===== src/rtl/mux_rr_stream.sv =====
// -----------------------------------------------------------------------------
// mux_rr_stream
//   N-channel, WIDTH-bit stream multiplexer with a valid/ready handshake on
//   every channel and a single registered output beat. Each transfer picks a
//   channel in one of two ways:
//   - fixed mode: the channel named by sel;
//   - round-robin mode: the first valid channel after the last granted one.
//   Every output beat carries the index of its source channel.
//
// Ports
//   clk       rising-edge clock
//   rst_n     asynchronous active-low reset
//   mode      0 = fixed select, 1 = round-robin
//   sel       channel index used in fixed mode
//   in_data   packed channel data, channel i at [i*WIDTH +: WIDTH]
//   in_valid  per-channel valid
//   in_ready  per-channel ready, at most one bit high (combinational)
//   out_data  registered output data
//   out_ch    registered index of the channel that sourced out_data
//   out_valid registered output beat valid
//   out_ready consumer ready
// -----------------------------------------------------------------------------
module mux_rr_stream #(
  parameter int N_CH  = 4,
  parameter int WIDTH = 8,
  parameter int SEL_W = 2
) (
  input  logic                    clk,
  input  logic                    rst_n,
  input  logic                    mode,
  input  logic [SEL_W-1:0]        sel,
  input  logic [N_CH*WIDTH-1:0]   in_data,
  input  logic [N_CH-1:0]         in_valid,
  output logic [N_CH-1:0]         in_ready,
  output logic [WIDTH-1:0]        out_data,
  output logic [SEL_W-1:0]        out_ch,
  output logic                    out_valid,
  input  logic                    out_ready
);

  // Channel count widened by one bit so that any sel value can be range checked.
  localparam logic [SEL_W:0] N_CH_W = (SEL_W+1)'(N_CH);
  // After reset the last grant is the top channel, so channel 0 goes first.
  localparam logic [SEL_W-1:0] LAST_RST = SEL_W'(N_CH - 1);

  logic                 out_valid_q, out_valid_d;
  logic [WIDTH-1:0]     out_data_q,  out_data_d;
  logic [SEL_W-1:0]     out_ch_q,    out_ch_d;
  logic [SEL_W-1:0]     last_grant_q, last_grant_d;

  logic                 load_en_s;
  logic                 sel_in_range_s;
  logic                 fix_found_s;
  logic [SEL_W:0]       rr_pick_s;
  logic                 gnt_found_s;
  logic [SEL_W-1:0]     gnt_s;
  logic [WIDTH-1:0]     gnt_data_s;
  logic                 xfer_s;
  logic [N_CH-1:0]      in_ready_s;

  // Round-robin search. It walks the offsets from farthest to nearest, so the
  // nearest valid channel after 'last' is written last and wins.
  // The result is {found, index}.
  function automatic logic [SEL_W:0] rr_pick(input logic [N_CH-1:0]  valid,
                                             input logic [SEL_W-1:0] last);
    logic [SEL_W:0]   res;
    logic [SEL_W-1:0] idx;
    int               pos;
    res = '0;
    for (int k = N_CH; k >= 1; k--) begin
      pos = (int'(last) + k) % N_CH;
      idx = pos[SEL_W-1:0];
      if (valid[idx]) begin
        res = {1'b1, idx};
      end else begin
        res = res;
      end
    end
    return res;
  endfunction

  // Compute the load enable and the grant decision for the current cycle.
  always_comb begin
    load_en_s      = !out_valid_q || out_ready;
    sel_in_range_s = ({1'b0, sel} < N_CH_W);
    fix_found_s    = sel_in_range_s && in_valid[sel];
    rr_pick_s      = rr_pick(in_valid, last_grant_q);
    gnt_found_s    = 1'b0;
    gnt_s          = '0;
    if (mode) begin
      gnt_found_s = rr_pick_s[SEL_W];
      gnt_s       = rr_pick_s[SEL_W-1:0];
    end else begin
      gnt_found_s = fix_found_s;
      gnt_s       = sel;
    end
  end

  // Data mux for the granted channel. It is built from explicit compares so
  // that an out-of-range index selects zero instead of X.
  always_comb begin
    gnt_data_s = '0;
    for (int i = 0; i < N_CH; i++) begin
      if (gnt_s == SEL_W'(i)) begin
        gnt_data_s = in_data[i*WIDTH +: WIDTH];
      end else begin
        gnt_data_s = gnt_data_s;
      end
    end
  end

  // One-hot ready decode. It is held low during reset and when there is no
  // grant or no room in the output register.
  always_comb begin
    in_ready_s = '0;
    for (int i = 0; i < N_CH; i++) begin
      if (rst_n && load_en_s && gnt_found_s && (gnt_s == SEL_W'(i))) begin
        in_ready_s[i] = 1'b1;
      end else begin
        in_ready_s[i] = 1'b0;
      end
    end
  end

  // Next-state logic for the output register and the round-robin pointer.
  // A new beat has priority over draining, which gives one beat per cycle.
  always_comb begin
    xfer_s       = load_en_s && gnt_found_s;
    out_valid_d  = out_valid_q;
    out_data_d   = out_data_q;
    out_ch_d     = out_ch_q;
    last_grant_d = last_grant_q;
    if (xfer_s) begin
      out_valid_d  = 1'b1;
      out_data_d   = gnt_data_s;
      out_ch_d     = gnt_s;
      last_grant_d = gnt_s;
    end else if (out_ready) begin
      out_valid_d  = 1'b0;
    end else begin
      out_valid_d  = out_valid_q;
    end
  end

  // State registers for the output beat and the last grant.
  always_ff @(posedge clk or negedge rst_n) begin
    if (!rst_n) begin
      out_valid_q  <= 1'b0;
      out_data_q   <= '0;
      out_ch_q     <= '0;
      last_grant_q <= LAST_RST;
    end else begin
      out_valid_q  <= out_valid_d;
      out_data_q   <= out_data_d;
      out_ch_q     <= out_ch_d;
      last_grant_q <= last_grant_d;
    end
  end

  assign in_ready  = in_ready_s;
  assign out_data  = out_data_q;
  assign out_ch    = out_ch_q;
  assign out_valid = out_valid_q;

endmodule


===== config.mk =====
export PLATFORM = sky130hd
export DESIGN_NAME = mux_rr_stream
export DESIGN_NICKNAME = d
export VERILOG_FILES = /design/src/rtl/mux_rr_stream.sv
export SDC_FILE = /design/constraint.sdc
export NUM_CORES = 1
export LEC_CHECK = 0
export BUFFER_PORTS_ARGS = -buffer_cell sky130_fd_sc_hd__buf_2
export CORE_MARGIN = 3
export CORE_UTILIZATION = 49
export CTS_CLUSTER_DIAMETER = 200
export DETAILED_ROUTE_END_ITERATION = 16
export PLACE_DENSITY = 0.83
export SYNTH_ARGS = -nofsm -noshare
export SYNTH_HDL_FRONTEND = slang
export SYNTH_SLANG_ARGS = --single-unit

===== constraint.sdc =====
create_clock -name clk -period 3.6 [get_ports clk]
set_input_delay 0.18 -clock clk [delete_from_list [all_inputs] [get_ports clk]]
set_output_delay 0.18 -clock clk [all_outputs]
set_load 0.005 [all_outputs]

== Yosys cells after proc, flatten, opt, wreduce, memory -nomap -nowiden ==
Cells that the tools add are included.
Cells by class
  reduce and logical (&&, ||, !) cells: 11
  eq/ne operators: 3
  add/sub/neg operators: 4
  muxes and demuxes: 26
  magnitude comparators: 5
Operators by type and width (number)
  $mux 8: 4
  $lt 2x3->1 const B: 5
  $mux 1: 12
  $mux 3: 4
  $bmux 1 s2: 5
  $logic_and 1x1->1: 7
  $add 2x1->2 const B: 2
  $add 2x2->2 const B: 2
  $eq 2x2->1 const B: 2
  $eq 2x1->1 const B: 1
  $logic_not 2->1: 1
  $mux 2: 1
  $reduce_bool 2->1: 1
  $logic_not 1->1: 1
  $logic_or 1x1->1: 1
Storage, ports and cells
  input bits: 42
  logic and storage cells: 53
  register bits after elaboration: 13

== Longest topological paths before layout ==
  word-level depth: 13
  gate-level depth with buffers: 7
  mapped depth without buffers: 5

== Worst setup path after synthesis ==
OpenSTA, ideal clock, no wires.
  kind: register to register
  start: register last_grant_q[0]
  end: register out_data_q[4], in the netlist out_data[4]
  arrival time: 1.806 ns
  stages on the path, launching flop included: 8
  data required time: 3.469 ns
  slack: 1.663 ns
  setup time: 0.131 ns
  clock period less this slack: 1.937 ns
  cell sequence: dfstp_2 > buf_6 > and2b_1 > o221ai_4 > buf_2 > a211oi_1 > a2111oi_1 > o31ai_1
On the way
  word-level cells in the longest chain between the ends: 13
  elaborated cells between the ends (all ways): 27
Ends and longest elaborated chain
  from (decl): line 49  | logic [SEL_W-1:0] last_grant_q, last_grant_d;
  from (signal assigned): line 156  | last_grant_q <= last_grant_d;
  $add 2x1->2: line 71  | pos = (int'(last) + k) % N_CH;
  $bmux 1 s2: line 73  | if (valid[idx]) begin
  $mux 1 (implied by the code): line 73
  $mux 3 (3 in a row): line 73
  $mux 3 *: line 73
  $mux 2: line 90  | if (mode) begin
  $logic_not 2->1: line 104  | if (gnt_s == SEL_W'(i)) begin
  $mux 8 (4 in a row): line 104
  to (signal assigned): line 154  | out_data_q <= out_data_d;
  to (decl): line 47  | logic [WIDTH-1:0] out_data_q, out_data_d;
Mark *: on every way between the ends. The rest lies on a longest branch, timed or not. The select of a mux whose other input is x is not followed.
A chain may end at the register's enable or synchronous reset.

== Worst setup path in the final report ==
  start: register last_grant_q[1]
  end: output port in_ready[1]
On the way
  word-level cells in the longest chain between the ends: 11
  elaborated cells between the ends (all ways): 22
Ends and longest elaborated chain
  $add 2x1->2: line 71
  $bmux 1 s2: line 73
  $mux 1 (implied by the code): line 73
  $mux 3 (3 in a row): line 73
  $mux 3 *: line 73
  $mux 2 or $mux 1 (tied branches): line 90
  $eq 2x1->1 or $logic_and 1x1->1 (tied branches): line 117  | if (rst_n && load_en_s && gnt_found_s && (gnt_s == SEL_W'(i))) begin
  $logic_and 1x1->1 *: line 117
  $mux 1 *: line 117
  to (decl): line 34  | output logic [N_CH-1:0] in_ready,
Marks and branches as above.

==> summary.md <==
| Metric | Value |
|---|---|
| Status | complete, no violations |
| NetSw | 0.000226 W |
| Min-delay src | out_ready |
| Sw Ratio | 39.6% |
| Clk buf depth | 2 |
| Max_cap viols | 0 |
| Syn Nets | 171 |
| FP Rows | 17 |
| Setup_tns | 0 ns |
| Core ar. | 2230 um2 |
| Total gr overflow | 0 |
| Final setup fails | 0 |
| CP Max Fanout | 21 |
| Most frequent cells in the layout | buf_2 (56), inv_1 (21), a211oi_1 (16) |
| Hold Path Depth | 2 |
| R2r setup slk | 1.07 ns |
| Syn_area_per_cell | 9.00 um2 |
| Seq pwr share | 39.1% |
| Logic pwr share | 43.8% |
| Clock Latency Late Sink | 0.29 ns |
| Vias | 1,238 |
| Die H | 54.7 um |
| Post-place setup slack | 1.10 ns |
| First-pass GRT wire length | 5090 um |
| Worst flop-to-flop path startpoint | last_grant_q[1] |
| HPWL after detailed placement | 2600 um |
| Slew at the pin with the worst max-slew slack | 0.851 ns |
| Mapped Area | 1160 um2 |
| Initial antenna violation count | 0 |
| Synth Warn # | 0 |
| Tmin final | 2.85 ns |
| FMAX | 0.351 GHz |
| Critical path launch point type | register |
| Vias per std cell | 6.01 |
| Hold EP | out_valid |
| Port Buf Inserts | 56 |
| Drt first-iter violations | 28 |
| Sequential area share after synthesis | 28.2% |
| H-tree depth | 1 |
| DRC Markers | 0 |
| Reg2reg end | out_data[2] |
| Layout cells sized above 1 | 38.8% |
| Largest net degree at the start of global routing | 24 |
| Clock transition at path regs | 0.09 ns |
| Total Routing Usage GR | 24.6% |
| Number of buffers created by CTS | 3 |
| Root Buffer | clkbuf_4 |
| CTS tree | built |
| Req. time, crit path | 3.42 ns |
| Pwr Density | 400 nW/um2 |
| Crit end category | primary output |
| Final #Nets | 221 |
| Fin. Hold Viols | 0 |
| Cells after Synth | 129 |
| Top Ports | 57 |
| Layout area overhead | 22.7% |
| Post-synthesis cell type count | 38 |
| Static leakage | 0.714 nW |
| Yosys top cell area share | 23.7% |
| Critical path class | reg -> out |
| Flops & latches, synth | 13 |
| Pwr Total | 0.000571 W |
| Starting Density | 52.0% |
| Die X | 54.7 um |
| Final antenna-violating net count | 0 |
| Hold slack final | 0.0943 ns |
| Yosys top cell by area | dfrtp_1 |
| Crit share post-route | 79.2% |
| Hold Path Class | in -> reg |
| Final Skew | 0.00533 ns |
| Worst R2R Path Depth | 5 |
| Internal Power | 0.000345 W |
| Die area | 2990 um2 |
| GP Congestion | 0.900 |
| Final slew viol count | 0 |
| ANT cells | 0 |
| DRT Pass-1 Iters | 4 |
| Slew HR | 43.2% |
| Crit path DAT | 2.67 ns |
| DRT Wirelength | 3370 um |
| Filler cells | 212 |
| Routed WL per cell | 16.3 um |
| Final worst setup slack | 0.748 ns |
| Clk pwr share | 17.1% |
| Clk sink count | 13 |
| Synth top area cells | dfrtp_1 (24%), a211oi_1 (10%), inv_1 (6.8%) |
| Commonest non-fill, non-tap cell in the layout | buf_2 |
| Vias in the first global route | 1,123 |
| Worst vdd ir | 0.234 mV |
| RSZ-0062 raised after global routing | false |
## critical path, stage by stage, from the launching register on
cell and delay [ns]:
dfstp_2 0.65, nor3b_2 0.08, a311oi_4 0.62, a21o_1 0.58, nor3_1 0.13, and2_1 0.20, buf_2 0.12
## synthesized netlist by cell type
cell / instances
nor3b_1: 2
mux2_2: 2
buf_4: 2
a21o_1: 3
o221a_1: 1
nand2b_1: 1
o31ai_1: 8
nor2_1: 3
dfrtp_1: 11
and2b_1: 2
a211oi_1: 16
nor3_1: 2
o21ai_2: 1
o221ai_4: 1
or2_2: 1
a21oi_1: 1
buf_6: 4
nor2b_1: 1
nand2_1: 9
mux2i_1: 1
a311oi_4: 1
a2111oi_0: 5
and3b_1: 1
a2111oi_1: 3
mux4_1: 1
o221ai_1: 1
buf_2: 4
dfstp_2: 2
a221oi_1: 8
o21bai_2: 1
inv_1: 21
o21ai_0: 2
or4_1: 1
buf_1: 2
and2_1: 1
and3_1: 1
a311oi_1: 1
nor3b_2: 1
## registers in the layout, indices dropped and copies added (netlist names)
| name | flops |
|---|---|
| last_grant_q | 2 |
| out_ch | 2 |
| out_data | 8 |
| out_valid | 1 |
## per-layer routing
layer / global-route usage, % / up-vias / share of wire (%)
met5: 0 / - / 0
met4: 14.9 / 0 / 2.7
met3: 3.54 / 7 / 6.5
met2: 39.2 / 58 / 52
met1: 30.9 / 578 / 39
li1: - / 595 / -
## cells by family after synthesis
group                  after synthesis  share of synthesized area (%)
AND/OR/NAND/NOR                     26                           12.5
flip-flops                          13                           28.2
buffers and inverters               33                           14.3
AO/OA/AOI/OAI                       53                           39.9
multiplexers                         4                           5.06
## metrics by stage
step	std cells	utilization, %	area, um2
3_3_place_gp	201	62.2	1390
2_1_floorplan	129	-	1160
6_report	206	63.8	1430
5_1_grt	206	63.8	1430
3_5_place_dp	201	62.2	1390
4_1_cts	206	63.8	1430
## worst max path at each step
stage | start | to | slack (ns) | cells past startpoint
after CTS | last_grant_q[1] | in_ready[1] | 0.79 | 6
final | last_grant_q[1] | in_ready[1] | 0.75 | 6
after floorplan | last_grant_q[0] | out_data[4] | 1.66 | 7
after detailed placement | last_grant_q[1] | in_ready[1] | 1.10 | 6
after global routing | last_grant_q[1] | in_ready[1] | 0.58 | 6
after global placement | last_grant_q[1] | in_ready[1] | 1.21 | 6
## what timing repair did
action / 4_1_cts / 5_1_grt
hold buffers: 1 / 0
buffers inserted: 0 / 0
endpoints found under the hold margin: 11 / 0
resized for setup: 0 / 0
## layout make-up
type | count | area (um2) | area share (%)
Tap cell | 28 | 35.0 | 2.46
Inverter | 21 | 78.8 | 5.53
Timing Repair Buffer | 57 | 290 | 20.4
Sequential cell | 13 | 328 | 23.0
Clock buffer | 4 | 26.3 | 1.84
Multi-Input combinational cell | 83 | 667 | 46.8
## power by group through the flow
stage / Clock, W / Combinational (W) / Sequential (W)
CTS: 0.0000971 / 0.000251 / 0.000223
global route: 0.000103 / 0.000279 / 0.000229
global placement: 0 / 0.000238 / 0.000222
detailed placement: 0 / 0.000249 / 0.000225
floorplan: 0 / 0.000186 / 0.000212
finish: 0.0000974 / 0.000250 / 0.000223
(Power assumes the default switching activity.)
